### src/rtl/pc_sequencer_if.sv
// pc_sequencer_if: control/target inputs and PC outputs of the program-counter stage.
//   master : the datapath / controller side (drives redirects, observes the PC)
//   slave  : the pc_sequencer itself
// Signals:
//   Stall, Branch, BranchOffset, Jump, JumpIndex, JumpReg, JumpRegAddr, Exception  (master -> slave)
//   PCResult, PCAddResult, RedirectPend, AddrErr, FetchCount                       (slave -> master)
interface pc_sequencer_if #(
    parameter int unsigned ADDR_W = 32,
    parameter int unsigned CNT_W  = 16
);
    logic              Stall;
    logic              Branch;
    logic [15:0]       BranchOffset;
    logic              Jump;
    logic [25:0]       JumpIndex;
    logic              JumpReg;
    logic [ADDR_W-1:0] JumpRegAddr;
    logic              Exception;
    logic [ADDR_W-1:0] PCResult;
    logic [ADDR_W-1:0] PCAddResult;
    logic              RedirectPend;
    logic              AddrErr;
    logic [CNT_W-1:0]  FetchCount;

    modport master (
        output Stall, Branch, BranchOffset, Jump, JumpIndex, JumpReg, JumpRegAddr, Exception,
        input  PCResult, PCAddResult, RedirectPend, AddrErr, FetchCount
    );

    modport slave (
        input  Stall, Branch, BranchOffset, Jump, JumpIndex, JumpReg, JumpRegAddr, Exception,
        output PCResult, PCAddResult, RedirectPend, AddrErr, FetchCount
    );
endinterface

### src/rtl/pc_sequencer.sv
// pc_sequencer: program-counter stage for the 32-bit MIPS datapath.
// Holds the PC, produces PC+INC and selects the next PC among sequential, branch,
// jump, jump-register and exception vector. Redirects raised while stalled are
// parked in a one-entry buffer and applied when the stall drops. A misaligned JR
// target traps to EXC_VEC and pulses AddrErr for one cycle. FetchCount counts
// every edge on which the PC is (re)loaded.
// Ports:
//   Clk    rising-edge clock
//   Reset  asynchronous, active-high reset
//   bus    pc_sequencer_if.slave (control inputs, PC / status outputs)
// ADDR_W must be >= 29 (jump target keeps PC+INC bits [ADDR_W-1:28]).
module pc_sequencer #(
    parameter int unsigned       ADDR_W    = 32,
    parameter int unsigned       INC       = 4,
    parameter logic [ADDR_W-1:0] RESET_VEC = '0,
    parameter logic [ADDR_W-1:0] EXC_VEC   = ADDR_W'(32'h0000_0180),
    parameter int unsigned       CNT_W     = 16
) (
    input  logic              Clk,
    input  logic              Reset,
    pc_sequencer_if.slave     bus
);

    typedef enum logic {
        S_RUN  = 1'b0,   // no redirect parked
        S_PEND = 1'b1    // redirect parked during a stall
    } state_t;

    state_t            state_q, state_d;
    logic [ADDR_W-1:0] pc_q, pc_d;
    logic [ADDR_W-1:0] tgt_q, tgt_d;
    logic [CNT_W-1:0]  cnt_q;
    logic              err_q, err_d;
    logic              adv;

    logic [ADDR_W-1:0] pc_add;
    logic [ADDR_W-1:0] bt;
    logic [ADDR_W-1:0] jt;
    logic [ADDR_W-1:0] sel_tgt;
    logic              redir;
    logic              pend;
    logic              jr_misaligned;

    // State register
    always_ff @(posedge Clk or posedge Reset) begin
        if (Reset) begin
            state_q <= S_RUN;
            pc_q    <= RESET_VEC;
            tgt_q   <= '0;
            cnt_q   <= '0;
            err_q   <= 1'b0;
        end else begin
            state_q <= state_d;
            pc_q    <= pc_d;
            tgt_q   <= tgt_d;
            err_q   <= err_d;
            if (adv)
                cnt_q <= cnt_q + CNT_W'(1);
        end
    end

    // Next-state logic: first matching rule wins
    always_comb begin
        state_d = state_q;
        pc_d    = pc_q;
        tgt_d   = tgt_q;
        err_d   = 1'b0;
        adv     = 1'b0;

        if (bus.Exception) begin
            state_d = S_RUN;
            pc_d    = EXC_VEC;
            adv     = 1'b1;
        end else if (jr_misaligned) begin
            state_d = S_RUN;
            pc_d    = EXC_VEC;
            err_d   = 1'b1;
            adv     = 1'b1;
        end else if (bus.Stall) begin
            // Only the first redirect seen during a stall is kept
            if (!pend && redir) begin
                state_d = S_PEND;
                tgt_d   = sel_tgt;
            end
        end else if (pend) begin
            // Parked redirect beats any redirect raised this cycle
            state_d = S_RUN;
            pc_d    = tgt_q;
            adv     = 1'b1;
        end else if (redir) begin
            pc_d = sel_tgt;
            adv  = 1'b1;
        end else begin
            pc_d = pc_add;
            adv  = 1'b1;
        end
    end

    // Output / datapath logic
    always_comb begin
        pend    = (state_q == S_PEND);
        pc_add  = pc_q + ADDR_W'(INC);
        bt      = pc_add + {{(ADDR_W-18){bus.BranchOffset[15]}}, bus.BranchOffset, 2'b00};
        jt      = {pc_add[ADDR_W-1:28], bus.JumpIndex, 2'b00};
        redir   = bus.Branch | bus.Jump | bus.JumpReg;

        if (bus.JumpReg)
            sel_tgt = bus.JumpRegAddr;
        else if (bus.Jump)
            sel_tgt = jt;
        else
            sel_tgt = bt;

        // A misaligned JR is ignored only when it arrives behind an already parked redirect
        jr_misaligned = bus.JumpReg && (bus.JumpRegAddr[1:0] != 2'b00) && (!bus.Stall || !pend);

        bus.PCResult     = pc_q;
        bus.PCAddResult  = pc_add;
        bus.RedirectPend = pend;
        bus.AddrErr      = err_q;
        bus.FetchCount   = cnt_q;
    end

endmodule

### src/flat_wrapper.sv
// flat-port wrapper written by rule: the top's interface ports become plain ports
module pc_sequencer_flat 
#(
    parameter int unsigned       ADDR_W    = 32,
    parameter int unsigned       INC       = 4,
    parameter logic [ADDR_W-1:0] RESET_VEC = '0,
    parameter logic [ADDR_W-1:0] EXC_VEC   = ADDR_W'(32'h0000_0180),
    parameter int unsigned       CNT_W     = 16
)
  (Clk, Reset, bus_Stall, bus_Branch, bus_BranchOffset, bus_Jump, bus_JumpIndex, bus_JumpReg, bus_JumpRegAddr, bus_Exception, bus_PCResult, bus_PCAddResult, bus_RedirectPend, bus_AddrErr, bus_FetchCount);
  pc_sequencer_if #(.ADDR_W(ADDR_W), .CNT_W(CNT_W)) bus_i ();
  input  logic Clk;
  input  logic Reset;
  input wire logic [$bits(bus_i.Stall)-1:0] bus_Stall;
  input wire logic [$bits(bus_i.Branch)-1:0] bus_Branch;
  input wire logic [$bits(bus_i.BranchOffset)-1:0] bus_BranchOffset;
  input wire logic [$bits(bus_i.Jump)-1:0] bus_Jump;
  input wire logic [$bits(bus_i.JumpIndex)-1:0] bus_JumpIndex;
  input wire logic [$bits(bus_i.JumpReg)-1:0] bus_JumpReg;
  input wire logic [$bits(bus_i.JumpRegAddr)-1:0] bus_JumpRegAddr;
  input wire logic [$bits(bus_i.Exception)-1:0] bus_Exception;
  output wire logic [$bits(bus_i.PCResult)-1:0] bus_PCResult;
  output wire logic [$bits(bus_i.PCAddResult)-1:0] bus_PCAddResult;
  output wire logic [$bits(bus_i.RedirectPend)-1:0] bus_RedirectPend;
  output wire logic [$bits(bus_i.AddrErr)-1:0] bus_AddrErr;
  output wire logic [$bits(bus_i.FetchCount)-1:0] bus_FetchCount;
  assign bus_i.Stall = bus_Stall;
  assign bus_i.Branch = bus_Branch;
  assign bus_i.BranchOffset = bus_BranchOffset;
  assign bus_i.Jump = bus_Jump;
  assign bus_i.JumpIndex = bus_JumpIndex;
  assign bus_i.JumpReg = bus_JumpReg;
  assign bus_i.JumpRegAddr = bus_JumpRegAddr;
  assign bus_i.Exception = bus_Exception;
  assign bus_PCResult = bus_i.PCResult;
  assign bus_PCAddResult = bus_i.PCAddResult;
  assign bus_RedirectPend = bus_i.RedirectPend;
  assign bus_AddrErr = bus_i.AddrErr;
  assign bus_FetchCount = bus_i.FetchCount;
  pc_sequencer #(.ADDR_W(ADDR_W), .INC(INC), .RESET_VEC(RESET_VEC), .EXC_VEC(EXC_VEC), .CNT_W(CNT_W)) u_core (.Clk(Clk), .Reset(Reset), .bus(bus_i));
endmodule
### config.mk
export PLATFORM = sky130hd
export DESIGN_NAME = pc_sequencer_flat
export DESIGN_NICKNAME = d
export VERILOG_FILES = /design/src/rtl/pc_sequencer_if.sv /design/src/rtl/pc_sequencer.sv /design/src/flat_wrapper.sv
export SDC_FILE = /design/constraint.sdc
export NUM_CORES = 1
export LEC_CHECK = 0
export CORE_ASPECT_RATIO = 1.25
export CORE_UTILIZATION = 56
export CTS_BUF_LIST = sky130_fd_sc_hd__clkbuf_4
export CTS_CLUSTER_SIZE = 14
export DETAILED_ROUTE_END_ITERATION = 8
export HOLD_SLACK_MARGIN = 0.1
export PLACE_DENSITY = 0.89
export RECOVER_POWER = 50
export REMOVE_ABC_BUFFERS = 1
export SYNTH_ARGS = -nofsm -noshare
export SYNTH_HDL_FRONTEND = slang
export SYNTH_SLANG_ARGS = --single-unit
### constraint.sdc
create_clock -name Clk -period 9.1 [get_ports Clk]
set_input_delay 2.275 -clock Clk [delete_from_list [all_inputs] [get_ports Clk]]
set_output_delay 2.275 -clock Clk [all_outputs]
set_load 0.01 [all_outputs]
# Word-level counts from Yosys, hierarchy flattened
# Cells that the tools add are included.
dict set report op_classes {
  bitwise 4
  n_addsub 3
  div 0
  n_shift 0
  reduce_logical 8
  eq_ne 2
  magnitude_cmp 0
  mul 0
  muxes 16
}
# op n
set op_table {}
lappend op_table {{32-bit 2-to-1 mux} 7}
lappend op_table {{32-bit by 3-bit adder with 32-bit output (second input constant)} 1}
lappend op_table {{32-bit adder} 1}
lappend op_table {{16-bit by 1-bit adder with 16-bit output (second input constant)} 1}
lappend op_table {{1-bit 2-to-1 mux} 9}
lappend op_table {{4-bit by 1-bit != test with 1-bit output (second input constant)} 1}
lappend op_table {{4-bit AND reduction} 1}
lappend op_table {{1-bit logical AND} 3}
lappend op_table {{3-bit by 1-bit != test with 1-bit output (second input constant)} 1}
lappend op_table {{1-bit zero test} 2}
lappend op_table {{1-bit NOT} 2}
lappend op_table {{1-bit OR} 2}
lappend op_table {{2-bit nonzero test} 1}
lappend op_table {{1-bit logical OR} 1}
dict set report word_totals {
  out_inout_bits 82
  latchBits 0
  in_bits 81
  memories 0
  regBits 82
  rom_bits 0
  mem_bits_rw 0
}

# Depth between registers and ports, before layout
# Gate-level depths: netlist of run 1.
dict set report logic_depth {
  ltp_word 9
  ltp_mapped 17
}

# Worst setup path before layout of run 1
# Ideal clock, no wire load.
dict set report synth_timing {
  path_kind {in2reg}
  from {input port bus_BranchOffset[0]}
  to {register u_core.pc_q[24], in the netlist u_core.bus.PCResult[24]}
  setup_ps 68
  stages 12
  required_ps 9032
  setup_slack_ps 4448
  arrival_time_ps 4585
  path_cell_list {ha_1 inv_1 fa_1 nor2b_1 o2111ai_1 a21oi_2 nor3_4 a2111o_1 and3b_1 o31a_1 o31ai_1 a32o_1}
}
dict set report synth_between {
  elab_chain_len 8
}
# element line_no
set synth_rtl {}
lappend synth_rtl {{from (decl)} flat_wrapper.sv:16} ;# input wire logic [$bits(bus_i.BranchOffset)-1:0] bus_BranchOffset;
lappend synth_rtl {{32-bit adder} pc_sequencer.sv:103} ;# bt = pc_add + {{(ADDR_W-18){bus.BranchOffset[15]}}, bus.BranchOffset, 2'b00};
lappend synth_rtl {{32-bit 2-to-1 mux} pc_sequencer.sv:109} ;# else if (bus.Jump)
lappend synth_rtl {{32-bit 2-to-1 mux} pc_sequencer.sv:107} ;# if (bus.JumpReg)
lappend synth_rtl {{32-bit 2-to-1 mux} pc_sequencer.sv:90} ;# end else if (redir) begin
lappend synth_rtl {{32-bit 2-to-1 mux} pc_sequencer.sv:85} ;# end else if (pend) begin
lappend synth_rtl {{32-bit 2-to-1 mux} pc_sequencer.sv:79} ;# end else if (bus.Stall) begin
lappend synth_rtl {{32-bit 2-to-1 mux} pc_sequencer.sv:74} ;# end else if (jr_misaligned) begin
lappend synth_rtl {{32-bit 2-to-1 mux} pc_sequencer.sv:70} ;# if (bus.Exception) begin
lappend synth_rtl {{to (signal assigned)} pc_sequencer.sv:54} ;# pc_q <= pc_d;
lappend synth_rtl {{to (decl)} pc_sequencer.sv:30} ;# logic [ADDR_W-1:0] pc_q, pc_d;
# Every way passes these cells. The select of a mux whose other input is x is not followed.
# A chain may end at the register's enable or synchronous reset.

==> impl_metrics.json, run 1 <==
{
  "period_minus_slack_ns": 6.49,
  "cts_resized": 0,
  "mostFrequentLayoutCell": "clkdlybuf4s50_1",
  "syn-cell-area_um2": 6690,
  "p_sw_mw": 0.414,
  "avgRoutedWirePerCell_um": 19.0,
  "rows": 44,
  "grt_max_degree": 83,
  "r2r_slack_ns": 4.39,
  "syn_avg_cell_area_um2": 8.29,
  "port-buffer-count": 162,
  "antenna_found_initial": 0,
  "synth_edf_count": 0,
  "syn2layout_area_growth_pct": 26.3,
  "max_cap_viol_count": 1,
  "path_class": "input port to async pin",
  "finalHoldViolations": 0,
  "critPathCapture": "u_core.bus.PCResult[16]",
  "finalNetCount": 1063,
  "min_period_over_period": 0.714,
  "drt_iter0_markers": 625,
  "powerDensity_nw_per_um2": 129,
  "insertion_delay_ns": 0.44,
  "drt_pass1_iterations": 6,
  "synth_ff_type": "dfrtp_1",
  "io_pins": 163,
  "antenna_left": 0,
  "final_cell_mix": "clkdlybuf4s50_1 (118), nand2_1 (104), dfrtp_1 (82)",
  "hold_ws_ns": 0.486,
  "tightestPinTransition_ns": 4.43,
  "cts_sinks": 82,
  "crit_required_ns": 8.64,
  "fillers": 921,
  "avgViaCountPerCell": 6.35,
  "tns_ns": 0,
  "cts_root_buffer": "clkbuf_4",
  "h-tree-depth": 3,
  "drive_gt1_frac": 0.0538,
  "worstHoldStart": "u_core.bus.FetchCount[15]",
  "clockBufferDepth": 2,
  "drc_errors": 0,
  "ys_types": 86,
  "leakage_nw": 3.65,
  "core_area_um2": 11600,
  "grt_setup_unrepaired": "no",
  "worstSetupEndpointType": "async pin",
  "worstReg2RegEnd": "u_core.bus.PCResult[31]",
  "place_congestion": 0.941,
  "failed_checks": "max-capacitance violations, max-slew violations",
  "die_area_um2": 12400,
  "dp_hpwl_mm": 15.6,
  "crit_fanout": 82,
  "skew_ns": 0.0192,
  "grt_use_total": 0.342,
  "numCtsBuffers": 9,
  "swShare": 0.379,
  "min_path_type": "register to register",
  "internal_power_mw": 0.679,
  "yosys_warnings": 0,
  "cts.clk_slew.worst_paths_ns": 0.16,
  "r2r_start": "u_core.bus.PCResult[4]",
  "final-setup-viol-count": 0,
  "max_slew_margin": -1.95,
  "start_util": 0.576,
  "ys_seq_area_frac": 0.307,
  "startpoint_type": "input port",
  "ys_async_sr_fraction": 1.00,
  "r2r_cells": 15,
  "ys_seq_elements": 82,
  "peakVddDrop_mv": 0.0795,
  "vias": 7049,
  "synthCells": 807,
  "seq_power_share": 0.435,
  "crit_start": "Reset",
  "post_cts_buffers": 0,
  "wl_mm": 21.1,
  "grt_pass1_vias": 6542,
  "final-max-slew-violation-count": 83,
  "p_clk_frac": 0.192,
  "status": "complete, but fails checks",
  "grt-ovfl-total": 0,
  "ctsHoldBuffers": 0,
  "critPathArrivalTime_ns": 6.04,
  "fp.dieH_um": 124,
  "die_w_um": 99.7,
  "grt_pass1_wl_mm": 32.7,
  "combPwrFrac": 0.373,
  "cts_tree": "done",
  "clock.fmax_mhz": 154
}
synth_stat cells (4+ instances only):
cell type,count,area share
o21ai_1,5,0.0037
o21a_1,9,0.010
and4_1,5,0.0065
a221oi_1,4,0.0052
xor2_1,23,0.030
a22o_1,6,0.0079
mux2_2,5,0.0084
a31oi_1,8,0.0075
buf_4,4,0.0045
nand2_1,104,0.058
o31ai_1,9,0.010
nand3_1,22,0.016
a21o_1,9,0.010
inv_1,18,0.010
nand2b_1,7,0.0065
a211oi_1,10,0.011
a222oi_1,7,0.010
a22oi_1,6,0.0067
xnor2_1,38,0.050
and3_1,18,0.017
a21oi_1,63,0.047
clkbuf_1,26,0.015
ha_1,38,0.071
mux2i_1,6,0.0090
dfrtp_1,82,0.31
nor2b_1,6,0.0056
o22ai_1,8,0.0075
and2_1,6,0.0056
o21ai_0,68,0.051
nor2_1,61,0.034
nand4_1,13,0.012
nor3_1,15,0.011
clkbuf_8,5,0.010
o211ai_1,13,0.015
per-stage QoR:
step	cells	instance area, µm²	setup slack, ns	utilization	power (mW)
floorplan	762	6430	4.02	-	0.705
global placement	1093	8310	3.31	0.715	0.882
detailed placement	1093	8310	3.27	0.715	0.892
CTS	1109	8440	3.53	0.727	1.10
global route	1109	8440	1.76	0.727	1.15
finish	1110	8440	2.61	0.727	1.09
flip-flops by register name, indices dropped and copies added, names as in the netlist:
| register | count |
|---|---|
| u_core.bus.AddrErr | 1 |
| u_core.tgt_q | 32 |
| u_core.bus.FetchCount | 16 |
| u_core.bus.RedirectPend | 1 |
| u_core.bus.PCResult | 32 |
power groups by stage:
stage	combinational (mW)	sequential (mW)	clock (mW)
2_1_floorplan	0.223	0.482	0
3_3_place_gp	0.402	0.481	0
4_1_cts	0.411	0.475	0.210
6_report	0.407	0.475	0.210
3_5_place_dp	0.409	0.482	0
5_1_grt	0.446	0.483	0.222
how the worst min path moves through the flow:
stage | to | cells after the start
5_1_grt | u_core.tgt_q[8] | 2
4_1_cts | u_core.bus.FetchCount[15] | 1
3_3_place_gp | u_core.tgt_q[24] | 2
3_5_place_dp | u_core.tgt_q[0] | 2
2_1_floorplan | u_core.tgt_q[24] | 2
6_report | u_core.bus.FetchCount[15] | 1
cell type report:
type / instances / area [µm²] / area share
Clock buffer: 9 / 67.6 / 0.00800
Clock inverter: 7 / 66.3 / 0.00785
Tap cell: 161 / 201 / 0.0239
Timing Repair Buffer: 170 / 1670 / 0.198
Antenna cell: 1 / 2.50 / 0.000296
Sequential cell: 82 / 2050 / 0.243
Multi-Input combinational cell: 661 / 4310 / 0.511
Inverter: 19 / 72.6 / 0.00860
cells by family after synthesis:
| group | synth area share |
|---|---|
| muxes | 0.0174 |
| AOI/OAI and AO/OA | 0.267 |
| xor gates and xnor gates | 0.0799 |
| DFF | 0.307 |
| and+or+nand+nor | 0.206 |
| adders and majority gates | 0.0741 |
| buffers and inverters | 0.0488 |
per-layer routing:
metal,wire (µm),global-route usage,vias to the layer above,part of all wire
met5,0,0,-,0
li1,-,-,3255,-
met3,1830,0.0539,89,0.087
met4,989,0.176,0,0.047
met2,10300,0.583,415,0.49
met1,7920,0.419,3290,0.38
critical path, stage by stage:
cell	delay, ns
dlygate4sd3_1	0.55
clkinvlp_2	0.07
clkbuf_1	3.08
Note: power is estimated with default switching activity, not from simulation.
==> inputs of run 2 (changes only) <==
Settings changed: CORE_UTILIZATION 56 to 47, PLACE_DENSITY 0.89 to 0.8.
Clock period 9.1 ns to 5.6 ns, I/O delays scaled along.
==> run 2 against run 1 <==
Against the previous run:
- the run still ends with max-capacitance violations, max-slew violations left
- die area is 19% higher
- sequential power is 63% higher
- sequential share of layout area is 0.12 points lower
- clock-buffer cell count is 1 higher
- largest power group unchanged
==> impl_metrics.json, run 2 (synthesis results as in run 1) <==
{
  "fillers": 1269,
  "vias": 6987,
  "mostFrequentLayoutCell": "clkdlybuf4s50_1",
  "antenna_left": 0,
  "cts.clk_slew.worst_paths_ns": 0.14,
  "rows": 48,
  "insertion_delay_ns": 0.45,
  "skew_ns": 0.0130,
  "crit_start": "u_core.bus.PCResult[4]",
  "drt_iter0_markers": 696,
  "wl_mm": 22.1,
  "final-max-slew-violation-count": 85,
  "r2r_slack_ns": 0.85,
  "path_class": "register to primary output",
  "period_minus_slack_ns": 4.85,
  "port-buffer-count": 162,
  "post_cts_buffers": 0,
  "cts_sinks": 82,
  "min_period_over_period": 0.867,
  "ctsHoldBuffers": 0,
  "core_area_um2": 13900,
  "worstHoldStart": "u_core.bus.FetchCount[15]",
  "finalHoldViolations": 0,
  "numCtsBuffers": 9,
  "diodes": 0,
  "syn2layout_area_growth_pct": 26.9,
  "avgRoutedWirePerCell_um": 19.6,
  "cts_tree": "done",
  "grt-ovfl-total": 0,
  "critPathArrivalTime_ns": 3.45,
  "grt_setup_unrepaired": "no",
  "failed_checks": "max-capacitance violations, max-slew violations",
  "grt_max_degree": 54,
  "fp.dieH_um": 135,
  "die_w_um": 109,
  "grt_use_total": 0.309,
  "cts_root_buffer": "clkbuf_4",
  "io_pins": 163,
  "leakage_nw": 3.67,
  "multi_input_area_um2": 4310,
  "crit_required_ns": 4.20,
  "status": "complete, but fails checks",
  "drc_errors": 0,
  "grt_pass1_wl_mm": 35.1,
  "seqCellArea_um2": 2050,
  "avgViaCountPerCell": 6.19,
  "cts_resized": 0,
  "peakVddDrop_mv": 0.108,
  "start_util": 0.482,
  "finalNetCount": 1070,
  "final_cell_mix": "clkdlybuf4s50_1 (119), nand2_1 (104), dfrtp_1 (82)",
  "min_path_type": "register to register",
  "max_slew_margin": -0.624,
  "drt_pass1_iterations": 5,
  "tightestPinTransition_ns": 2.42,
  "startpoint_type": "register",
  "crit_fanout": 7,
  "grt_pass1_vias": 6705,
  "placed_cells": 1114,
  "place_congestion": 0.917,
  "powerDensity_nw_per_um2": 206,
  "clockBufferDepth": 2,
  "die_area_um2": 14700,
  "worstSetupEndpointType": "primary output",
  "fin_cells": 1129,
  "drive_gt1_frac": 0.0587,
  "antenna_found_initial": 0,
  "max_cap_viol_count": 2,
  "r2r_start": "u_core.bus.PCResult[4]",
  "clock.fmax_mhz": 206,
  "tns_ns": 0,
  "h-tree-depth": 3,
  "dp_hpwl_mm": 16.5,
  "final-setup-viol-count": 0
}
## run 2: power by group
| group | internal [mW] | switching (mW) | leakage (nW) |
|---|---|---|---|
| Sequential | 0.687 | 0.0860 | 1.06 |
| Combinational | 0.315 | 0.352 | 2.55 |
| Clock | 0.0924 | 0.218 | 0.0559 |
| Total | 1.09 | 0.656 | 3.67 |
## run 2: path summary, 6_finish.rpt
kind                                                   to  cells after the start
worst min-delay path            u_core.bus.FetchCount[15]                      1
min in group asynchronous        u_core.bus.FetchCount[3]                      2
max in group asynchronous          u_core.bus.PCResult[9]                      3
worst max-delay path                  bus_PCAddResult[25]                      6
worst max register to register           u_core.tgt_q[31]                     15
worst min register to register  u_core.bus.FetchCount[15]                      1
## run 2: cell type report
type	count	share of cell area
Multi-Input combinational cell	661	0.508
Sequential cell	82	0.242
Timing Repair Buffer	177	0.203
Tap cell	175	0.0258
Clock buffer	10	0.00885
Inverter	19	0.00855
Clock inverter	5	0.00383
## run 2: stage by stage
| stage | util | power [mW] | instance area (µm²) | worst slack [ns] | hold WS (ns) |
|---|---|---|---|---|---|
| 3_3_place_gp | 0.604 | 1.44 | 8380 | 0.982 | 0.453 |
| 5_1_grt | 0.612 | 1.87 | 8480 | 0.574 | 0.490 |
| 2_1_floorplan | - | 1.15 | 6430 | 1.39 | 0.440 |
| 6_report | 0.612 | 1.75 | 8480 | 0.746 | 0.471 |
| 3_5_place_dp | 0.604 | 1.46 | 8380 | 0.918 | 0.462 |
| 4_1_cts | 0.612 | 1.76 | 8490 | 0.810 | 0.485 |
## run 2: layer usage
layer,up-vias,global-route usage,part of all wire
li1,3271,-,-
met1,3289,0.401,0.40
met2,358,0.500,0.48
met3,69,0.0476,0.077
met4,0,0.151,0.043
met5,-,0,0
## run 2: critical path, stage by stage (launching register included)
cell             delay (ns)
dfrtp_1                0.50
and4_1                 0.32
nand4_1                0.40
nor2_1                 0.53
nand3_1                0.16
xnor2_1                0.45
clkdlybuf4s50_1        0.63
